===== config.mk =====
export PLATFORM = sky130hd
export DESIGN_NAME = div64by32_seq
export DESIGN_NICKNAME = d
export VERILOG_FILES = /design/src/rtl/div_pkg.sv /design/src/rtl/div_step.sv /design/src/rtl/div64by32_seq.sv
export SDC_FILE = /design/constraint.sdc
export NUM_CORES = 1
export LEC_CHECK = 0
export CAP_MARGIN = 40
export CORE_MARGIN = 2
export CORE_UTILIZATION = 43
export DETAILED_ROUTE_END_ITERATION = 10
export GPL_ROUTABILITY_DRIVEN = 0
export GPL_TIMING_DRIVEN = 0
export PLACE_DENSITY = 0.66
export SLEW_MARGIN = 10
export SYNTH_ARGS = -nofsm -noshare
export SYNTH_HDL_FRONTEND = slang
export SYNTH_HIERARCHICAL = 1
export SYNTH_SLANG_ARGS = --single-unit

===== constraint.sdc =====
create_clock -name CLK -period 5.82 [get_ports CLK]
set_input_delay 0.873 -clock CLK [delete_from_list [all_inputs] [get_ports CLK]]
set_output_delay 0.873 -clock CLK [all_outputs]
set_load 0.03 [all_outputs]

===== src/rtl/div_pkg.sv =====
// Shared definitions for the sequential restoring divider: FSM states,
// default operand width and the iteration-counter width helper.
package div_pkg;

  // Default operand / quotient / remainder width (dividend is twice this).
  localparam int DIV_W = 32;

  // Iteration counter width for the default width.
  localparam int DIV_CNT_W = $clog2(DIV_W);

  // Divider control states.
  typedef enum logic [1:0] {
    IDLE = 2'd0,
    RUN  = 2'd1,
    DONE = 2'd2
  } div_state_e;

  // Counter width able to index WIDTH iterations; never narrower than one bit.
  function automatic int div_cnt_width(input int width);
    if (width > 1) begin
      return $clog2(width);
    end else begin
      return 1;
    end
  endfunction

endpackage


===== src/rtl/div_step.sv =====
// One restoring-division iteration: shift the next dividend bit into the
// partial remainder, trial-subtract the divisor and keep the difference only
// when it does not go negative.
module div_step #(
  parameter int WIDTH = 32
) (
  input  logic [WIDTH-1:0] pr,
  input  logic             q_msb,
  input  logic [WIDTH-1:0] divisor,
  output logic [WIDTH-1:0] pr_next,
  output logic             q_bit
);

  // The shifted value can reach 2^(WIDTH+1)-1, so compare/subtract is WIDTH+1 wide.
  logic [WIDTH:0] trial_s;
  logic [WIDTH:0] divisor_ext_s;

  // Trial subtraction and restore decision.
  always_comb begin
    trial_s       = {pr, q_msb};
    divisor_ext_s = {1'b0, divisor};
    pr_next       = {WIDTH{1'b0}};
    q_bit         = 1'b0;
    if (trial_s >= divisor_ext_s) begin
      // Difference is below the divisor, so it always fits WIDTH bits.
      pr_next = WIDTH'(trial_s - divisor_ext_s);
      q_bit   = 1'b1;
    end else begin
      // No subtraction: trial is below the divisor, its top bit is zero.
      pr_next = trial_s[WIDTH-1:0];
      q_bit   = 1'b0;
    end
  end

endmodule


===== src/rtl/div64by32_seq.sv =====
// Sequential unsigned divider, 2*WIDTH-bit dividend by WIDTH-bit divisor.
// Restoring algorithm, one quotient bit per cycle. Divide-by-zero and
// quotient overflow are detected at acceptance and answered in one cycle.
module div64by32_seq
  import div_pkg::*;
#(
  parameter int WIDTH = DIV_W
) (
  input  logic               CLK,
  input  logic               RST,
  input  logic               in_valid,
  output logic               in_ready,
  input  logic [2*WIDTH-1:0] dividend,
  input  logic [WIDTH-1:0]   divisor,
  output logic               out_valid,
  input  logic               out_ready,
  output logic [WIDTH-1:0]   quotient,
  output logic [WIDTH-1:0]   remainder,
  output logic               dz,
  output logic               ovf
);

  localparam int               CNT_W    = div_cnt_width(WIDTH);
  localparam logic [CNT_W-1:0] LAST_CNT = CNT_W'(WIDTH - 1);
  localparam logic [CNT_W-1:0] CNT_ONE  = CNT_W'(1);

  div_state_e       state_r;
  div_state_e       state_nxt_s;
  logic [CNT_W-1:0] cnt_r;

  // Between iterations the partial remainder is always below the divisor,
  // so WIDTH bits suffice here; only the trial value inside the step needs
  // the extra bit.
  logic [WIDTH-1:0] pr_r;
  logic [WIDTH-1:0] q_r;
  logic [WIDTH-1:0] divisor_r;

  logic [WIDTH-1:0] quotient_r;
  logic [WIDTH-1:0] remainder_r;
  logic             dz_r;
  logic             ovf_r;

  logic [WIDTH-1:0] step_pr_s;
  logic             step_bit_s;
  logic             zero_div_s;
  logic             ovf_det_s;
  logic             last_step_s;

  assign zero_div_s  = (divisor == {WIDTH{1'b0}});
  assign ovf_det_s   = (dividend[2*WIDTH-1:WIDTH] >= divisor);
  assign last_step_s = (cnt_r == LAST_CNT);

  div_step #(
    .WIDTH (WIDTH)
  ) u_step (
    .pr      (pr_r),
    .q_msb   (q_r[WIDTH-1]),
    .divisor (divisor_r),
    .pr_next (step_pr_s),
    .q_bit   (step_bit_s)
  );

  // State register; reset aborts any operation in flight.
  always_ff @(posedge CLK or posedge RST) begin
    if (RST) begin
      state_r <= IDLE;
    end else begin
      state_r <= state_nxt_s;
    end
  end

  // Next-state decode; fast-path results go straight to DONE.
  always_comb begin
    state_nxt_s = state_r;
    case (state_r)
      IDLE: begin
        if (in_valid) begin
          if (zero_div_s || ovf_det_s) begin
            state_nxt_s = DONE;
          end else begin
            state_nxt_s = RUN;
          end
        end else begin
          state_nxt_s = IDLE;
        end
      end
      RUN: begin
        if (last_step_s) begin
          state_nxt_s = DONE;
        end else begin
          state_nxt_s = RUN;
        end
      end
      DONE: begin
        if (out_ready) begin
          state_nxt_s = IDLE;
        end else begin
          state_nxt_s = DONE;
        end
      end
      default: begin
        state_nxt_s = IDLE;
      end
    endcase
  end

  // Operand capture, iteration datapath and result registers.
  always_ff @(posedge CLK or posedge RST) begin
    if (RST) begin
      cnt_r       <= {CNT_W{1'b0}};
      pr_r        <= {WIDTH{1'b0}};
      q_r         <= {WIDTH{1'b0}};
      divisor_r   <= {WIDTH{1'b0}};
      quotient_r  <= {WIDTH{1'b0}};
      remainder_r <= {WIDTH{1'b0}};
      dz_r        <= 1'b0;
      ovf_r       <= 1'b0;
    end else begin
      case (state_r)
        IDLE: begin
          if (in_valid) begin
            divisor_r <= divisor;
            cnt_r     <= {CNT_W{1'b0}};
            if (zero_div_s) begin
              quotient_r  <= {WIDTH{1'b1}};
              remainder_r <= dividend[WIDTH-1:0];
              dz_r        <= 1'b1;
              ovf_r       <= 1'b0;
            end else if (ovf_det_s) begin
              quotient_r  <= {WIDTH{1'b1}};
              remainder_r <= {WIDTH{1'b0}};
              dz_r        <= 1'b0;
              ovf_r       <= 1'b1;
            end else begin
              pr_r <= dividend[2*WIDTH-1:WIDTH];
              q_r  <= dividend[WIDTH-1:0];
            end
          end
        end
        RUN: begin
          pr_r  <= step_pr_s;
          q_r   <= {q_r[WIDTH-2:0], step_bit_s};
          cnt_r <= cnt_r + CNT_ONE;
          if (last_step_s) begin
            quotient_r  <= {q_r[WIDTH-2:0], step_bit_s};
            remainder_r <= step_pr_s;
            dz_r        <= 1'b0;
            ovf_r       <= 1'b0;
          end
        end
        DONE: begin
          // Results hold until the consumer takes them.
        end
        default: begin
          cnt_r <= {CNT_W{1'b0}};
        end
      endcase
    end
  end

  // Handshake flags are pure state decodes, no path from in_valid.
  assign in_ready  = (state_r == IDLE);
  assign out_valid = (state_r == DONE);
  assign quotient  = quotient_r;
  assign remainder = remainder_r;
  assign dz        = dz_r;
  assign ovf       = ovf_r;

endmodule


==> summary.log <==
qor: placed_design.estimated_wirelength_of_the_detail_placed_design 23.9 mm
qor: finish.proportion_of_layout_cells_with_a_drive_suffix_above_1 0.171
qor: die.overall_die_height 161 microns
qor: die.num_rows 57
qor: global_route.grt_pass1_vias 8767
qor: worst_setup_path.path_class in -> reg
qor: placed_design.port_buffers 167
qor: global_route.grt_max_degree 87
qor: synthesis.synth_enable_flop_cells 0
qor: worst_setup_path.cpPeakStageDelay 0.72 ns
qor: sta.timing.final.setup_violations 0
qor: synthesis.synthMostInstantiatedCell sky130_fd_sc_hd__nand2_1
qor: power_and_ir_drop.irDropWorstVdd 0.000252 V
qor: sta.slew_violations 0
qor: worst_setup_path.critical_path_depth 11
qor: synthesis.synthFlopType sky130_fd_sc_hd__dfrtp_1
qor: routing.antenna_violating_nets_post_route 0
qor: worst_setup_path.endpoint_kind flip-flop
qor: synthesis.synth_top_cells_by_area sky130_fd_sc_hd__dfrtp_1 (40%), sky130_fd_sc_hd__mux2_2 (15%), sky130_fd_sc_hd__nand2_1 (8.1%)
qor: power_and_ir_drop.power_leakage 0.00603 uW
qor: worst_setup_path.critical_path_peak_fanout 10
qor: worst_setup_path.cells_traversed_along_the_worst_timing_path clkdlybuf4s50_1, inv_1, ha_1, nand4_1, nor4_1, nand4_1, a31oi_1, o32a_1, buf_2, buf_2, mux2_2
qor: routing.drt_iter0_drc 557
qor: finish.area.growth.synth_to_final 25.6%
qor: routing.avgViaCountPerCell 5.43
qor: finish.stdcell_area 13300 sq um
qor: worst_setup_path.critPathCapture remainder[5]
qor: routing.detailroute.via_count 8704
qor: job.timing.max_cap.violations 0
qor: finish.insertedDiodeCount 0
qor: clock_tree.clock-sinks 169
qor: die.dieArea 25900 sq um
qor: placed_design.placed_cells_incl_taps 1570
qor: synthesis.async_reset_ff_frac 1.00
qor: sta.share_of_the_clock_period_used_by_the_worst_path_after_layout 0.799
qor: clock_tree.cts_setup_buffers 0
qor: sta.hold_viol 0
qor: worst_setup_path.start_point_of_the_critical_path divisor[31]
qor: synthesis.synth_top_cell_area_share 0.399
qor: worst_setup_path.timing.critical_path.slowest_stage_cell sky130_fd_sc_hd__nor4_1
qor: clock_tree.cts.path.max_buffers 2
qor: synthesis.synth.yosys.seq_area_share 0.399
qor: placed_design.placement.cell_area 12700 sq um
qor: synthesis.number_of_instances_in_the_synthesized_netlist 1077
qor: synthesis.ys_types 64
qor: worst_setup_path.worst-endpoint-arrival 4.98 ns
qor: finish.stdcell_count 1602
qor: finish.design.final.nets 1432
qor: synthesis.ranking_of_synthesized_cells_by_instance_count sky130_fd_sc_hd__nand2_1 (228), sky130_fd_sc_hd__dfrtp_1 (169), sky130_fd_sc_hd__mux2_2 (144)
qor: die.core_footprint 24200 sq um
qor: clock_tree.clock_insertion_delay_worst_skew 0.44 ns
qor: die.die_x 161 microns
qor: clock_tree.clockRootBuffer sky130_fd_sc_hd__clkbuf_16
qor: synthesis.synth_nets 1244
qor: synthesis.post_synthesis_cell_area 10600 sq um
qor: clock_tree.cts.reportedPaths.clkPinSlew 0.07 ns
qor: sta.min_period 4.65 ns
qor: routing.remaining_drc_errors 0
qor: sta.timing.max_slew.rel_slack 0.481
qor: sta.skew 0.0122 ns
qor: worst_setup_path.worst_r2r_startpoint pr_r[9]
qor: worst_setup_path.worst_r2r_endpoint remainder[14]
qor: sta.clock.fmax 215 MHz
qor: worst_setup_path.crit_buf_inv 4
qor: worst_setup_path.worstSetupStartpointType input port
qor: clock_tree.h-tree-depth 4
qor: synthesis.yosysTopAreaCell sky130_fd_sc_hd__dfrtp_1
qor: global_route.grt_overflow_total 0
qor: clock_tree.clock_buffers_created_by_tritoncts 17
qor: synthesis.synthesis.area_per_instance 9.84 sq um
qor: clock_tree.cts-resized-gates 0
qor: global_route.gr-usage-all-layers 0.241
qor: worst_setup_path.worst_ep_required_time 6.14 ns
qor: global_route.grt_pass1_wl 48.4 mm
qor: die.ios 168
qor: worst_setup_path.cell_family_with_most_cp_delay buffers and inverters
qor: synthesis.synth_seq_cells 169
qor: min_path.worstHoldPathType reg -> reg
qor: worst_setup_path.timing.reg2reg.setup_slack 1.74 ns
qor: routing.first_pass_iters 5
qor: clock_tree.tritoncts done
qor: clock_tree.hold_buffers 0
qor: synthesis.yosysWarningCount 6
qor: worst_setup_path.r2r_cells 14
qor: die.floorplan.initialDensity 0.437
qor: sta.worst_pin_slew 0.771 ns
qor: sta.rsz0062_at_grt no
qor: routing.wire_per_inst 19.0 microns
qor: status.status complete, no violations
qor: power_and_ir_drop.cellPowerDensity 680 nW/um^2
qor: routing.detail_route.wirelength 30.4 mm
qor: global_route.grt_antenna_before_repair 1
[layer usage]
layer / global-route usage / part of all wire
met1: 0.329 / 0.46
met2: 0.387 / 0.46
met3: 0.0390 / 0.044
met4: 0.0909 / 0.034
met5: 0 / 0
[metrics by stage]
stage,TNS (ns),setup WS [ns],hold slack [ns],util,power (uW)
4_1_cts,0,1.20,0.496,0.549,9040
2_1_floorplan,0,0.372,0.473,-,6280
5_1_grt,0,0.990,0.507,0.549,9700
3_3_place_gp,-353.87,-2.11,0.474,0.523,7740
6_report,0,1.17,0.493,0.549,9050
3_5_place_dp,0,0.739,0.480,0.525,7860
[flip-flops by register name (all words and copies together), names as in the netlist]
register,cells
pr_r,32
quotient,32
cnt_r,5
q_r,32
divisor_r,32
ovf,1
remainder,32
dz,1
state_r,2
[power breakdown]
part | internal [uW] | total, uW | switching, uW | leakage, uW
registers | 1650 | 1960 | 313 | 0.00195
clock network | 587 | 1150 | 564 | 0.000285
logic | 2750 | 5940 | 3190 | 0.00380
total | 4990 | 9050 | 4070 | 0.00603
[layout by cell type, fill, tap and decap left out, types with 3 or more instances in the layout]
| cell type | instances |
|---|---|
| sky130_fd_sc_hd__nand2_1 | 228 |
| sky130_fd_sc_hd__dfrtp_1 | 169 |
| sky130_fd_sc_hd__clkdlybuf4s50_1 | 167 |
| sky130_fd_sc_hd__mux2_2 | 144 |
| sky130_fd_sc_hd__inv_1 | 75 |
| sky130_fd_sc_hd__ha_1 | 66 |
| sky130_fd_sc_hd__a21oi_1 | 40 |
| sky130_fd_sc_hd__clkbuf_1 | 35 |
| sky130_fd_sc_hd__a22o_1 | 35 |
| sky130_fd_sc_hd__o22a_1 | 32 |
| sky130_fd_sc_hd__nor2_1 | 26 |
| sky130_fd_sc_hd__o21ai_0 | 22 |
| sky130_fd_sc_hd__xnor2_1 | 19 |
| sky130_fd_sc_hd__clkbuf_16 | 17 |
| sky130_fd_sc_hd__nand4_1 | 16 |
| sky130_fd_sc_hd__nand3_1 | 11 |
| sky130_fd_sc_hd__nor4_1 | 11 |
| sky130_fd_sc_hd__a21o_1 | 11 |
| sky130_fd_sc_hd__nor2b_1 | 9 |
| sky130_fd_sc_hd__buf_2 | 9 |
| sky130_fd_sc_hd__xor2_1 | 9 |
| sky130_fd_sc_hd__mux2_4 | 9 |
| sky130_fd_sc_hd__nor3_1 | 8 |
| sky130_fd_sc_hd__buf_6 | 8 |
| sky130_fd_sc_hd__a31oi_1 | 6 |
| sky130_fd_sc_hd__inv_8 | 6 |
| sky130_fd_sc_hd__nand2b_1 | 5 |
| sky130_fd_sc_hd__mux2_1 | 5 |
| sky130_fd_sc_hd__and2_1 | 4 |
| sky130_fd_sc_hd__and3_1 | 4 |
| sky130_fd_sc_hd__o21a_1 | 4 |
| sky130_fd_sc_hd__o21bai_1 | 4 |
| sky130_fd_sc_hd__clkinv_8 | 3 |
| sky130_fd_sc_hd__a31o_2 | 3 |
| sky130_fd_sc_hd__a211oi_1 | 3 |
| sky130_fd_sc_hd__o211ai_1 | 3 |
| sky130_fd_sc_hd__a21boi_0 | 3 |
| sky130_fd_sc_hd__nor3b_1 | 3 |
| sky130_fd_sc_hd__mux2i_1 | 3 |
[cell families after synthesis]
| group | Yosys count | synth area share |
|---|---|---|
| XOR/XNOR | 28 | 0.0231 |
| multiplexers | 161 | 0.174 |
| AND/OR/NAND/NOR | 332 | 0.137 |
| AO/OA/AOI/OAI | 189 | 0.134 |
| buffers and inverters | 131 | 0.0540 |
| adder cells (fa/ha/maj) | 67 | 0.0798 |
| flip-flops | 169 | 0.399 |
[how the worst min path moves through the flow]
stage,slack (ns),cells after the start,start,endpoint
3_3_place_gp,0.47,1,quotient[2],quotient[2]
5_1_grt,0.51,1,quotient[24],quotient[24]
3_5_place_dp,0.48,1,quotient[23],quotient[23]
6_report,0.49,1,quotient[2],quotient[2]
4_1_cts,0.50,1,quotient[30],quotient[30]
2_1_floorplan,0.47,1,cnt_r[4],cnt_r[4]
[area by class of cell]
class | instances | area [sq um]
fill | 2224 | 10900
multi-input combinational | 777 | 5800
sequential | 169 | 4230
timing repair buffer | 169 | 1710
clock buffer | 18 | 439
tap | 324 | 405
inverter | 77 | 297
buffer | 54 | 283
clock inverter | 14 | 155
Power figures use the tool's default switching activity.
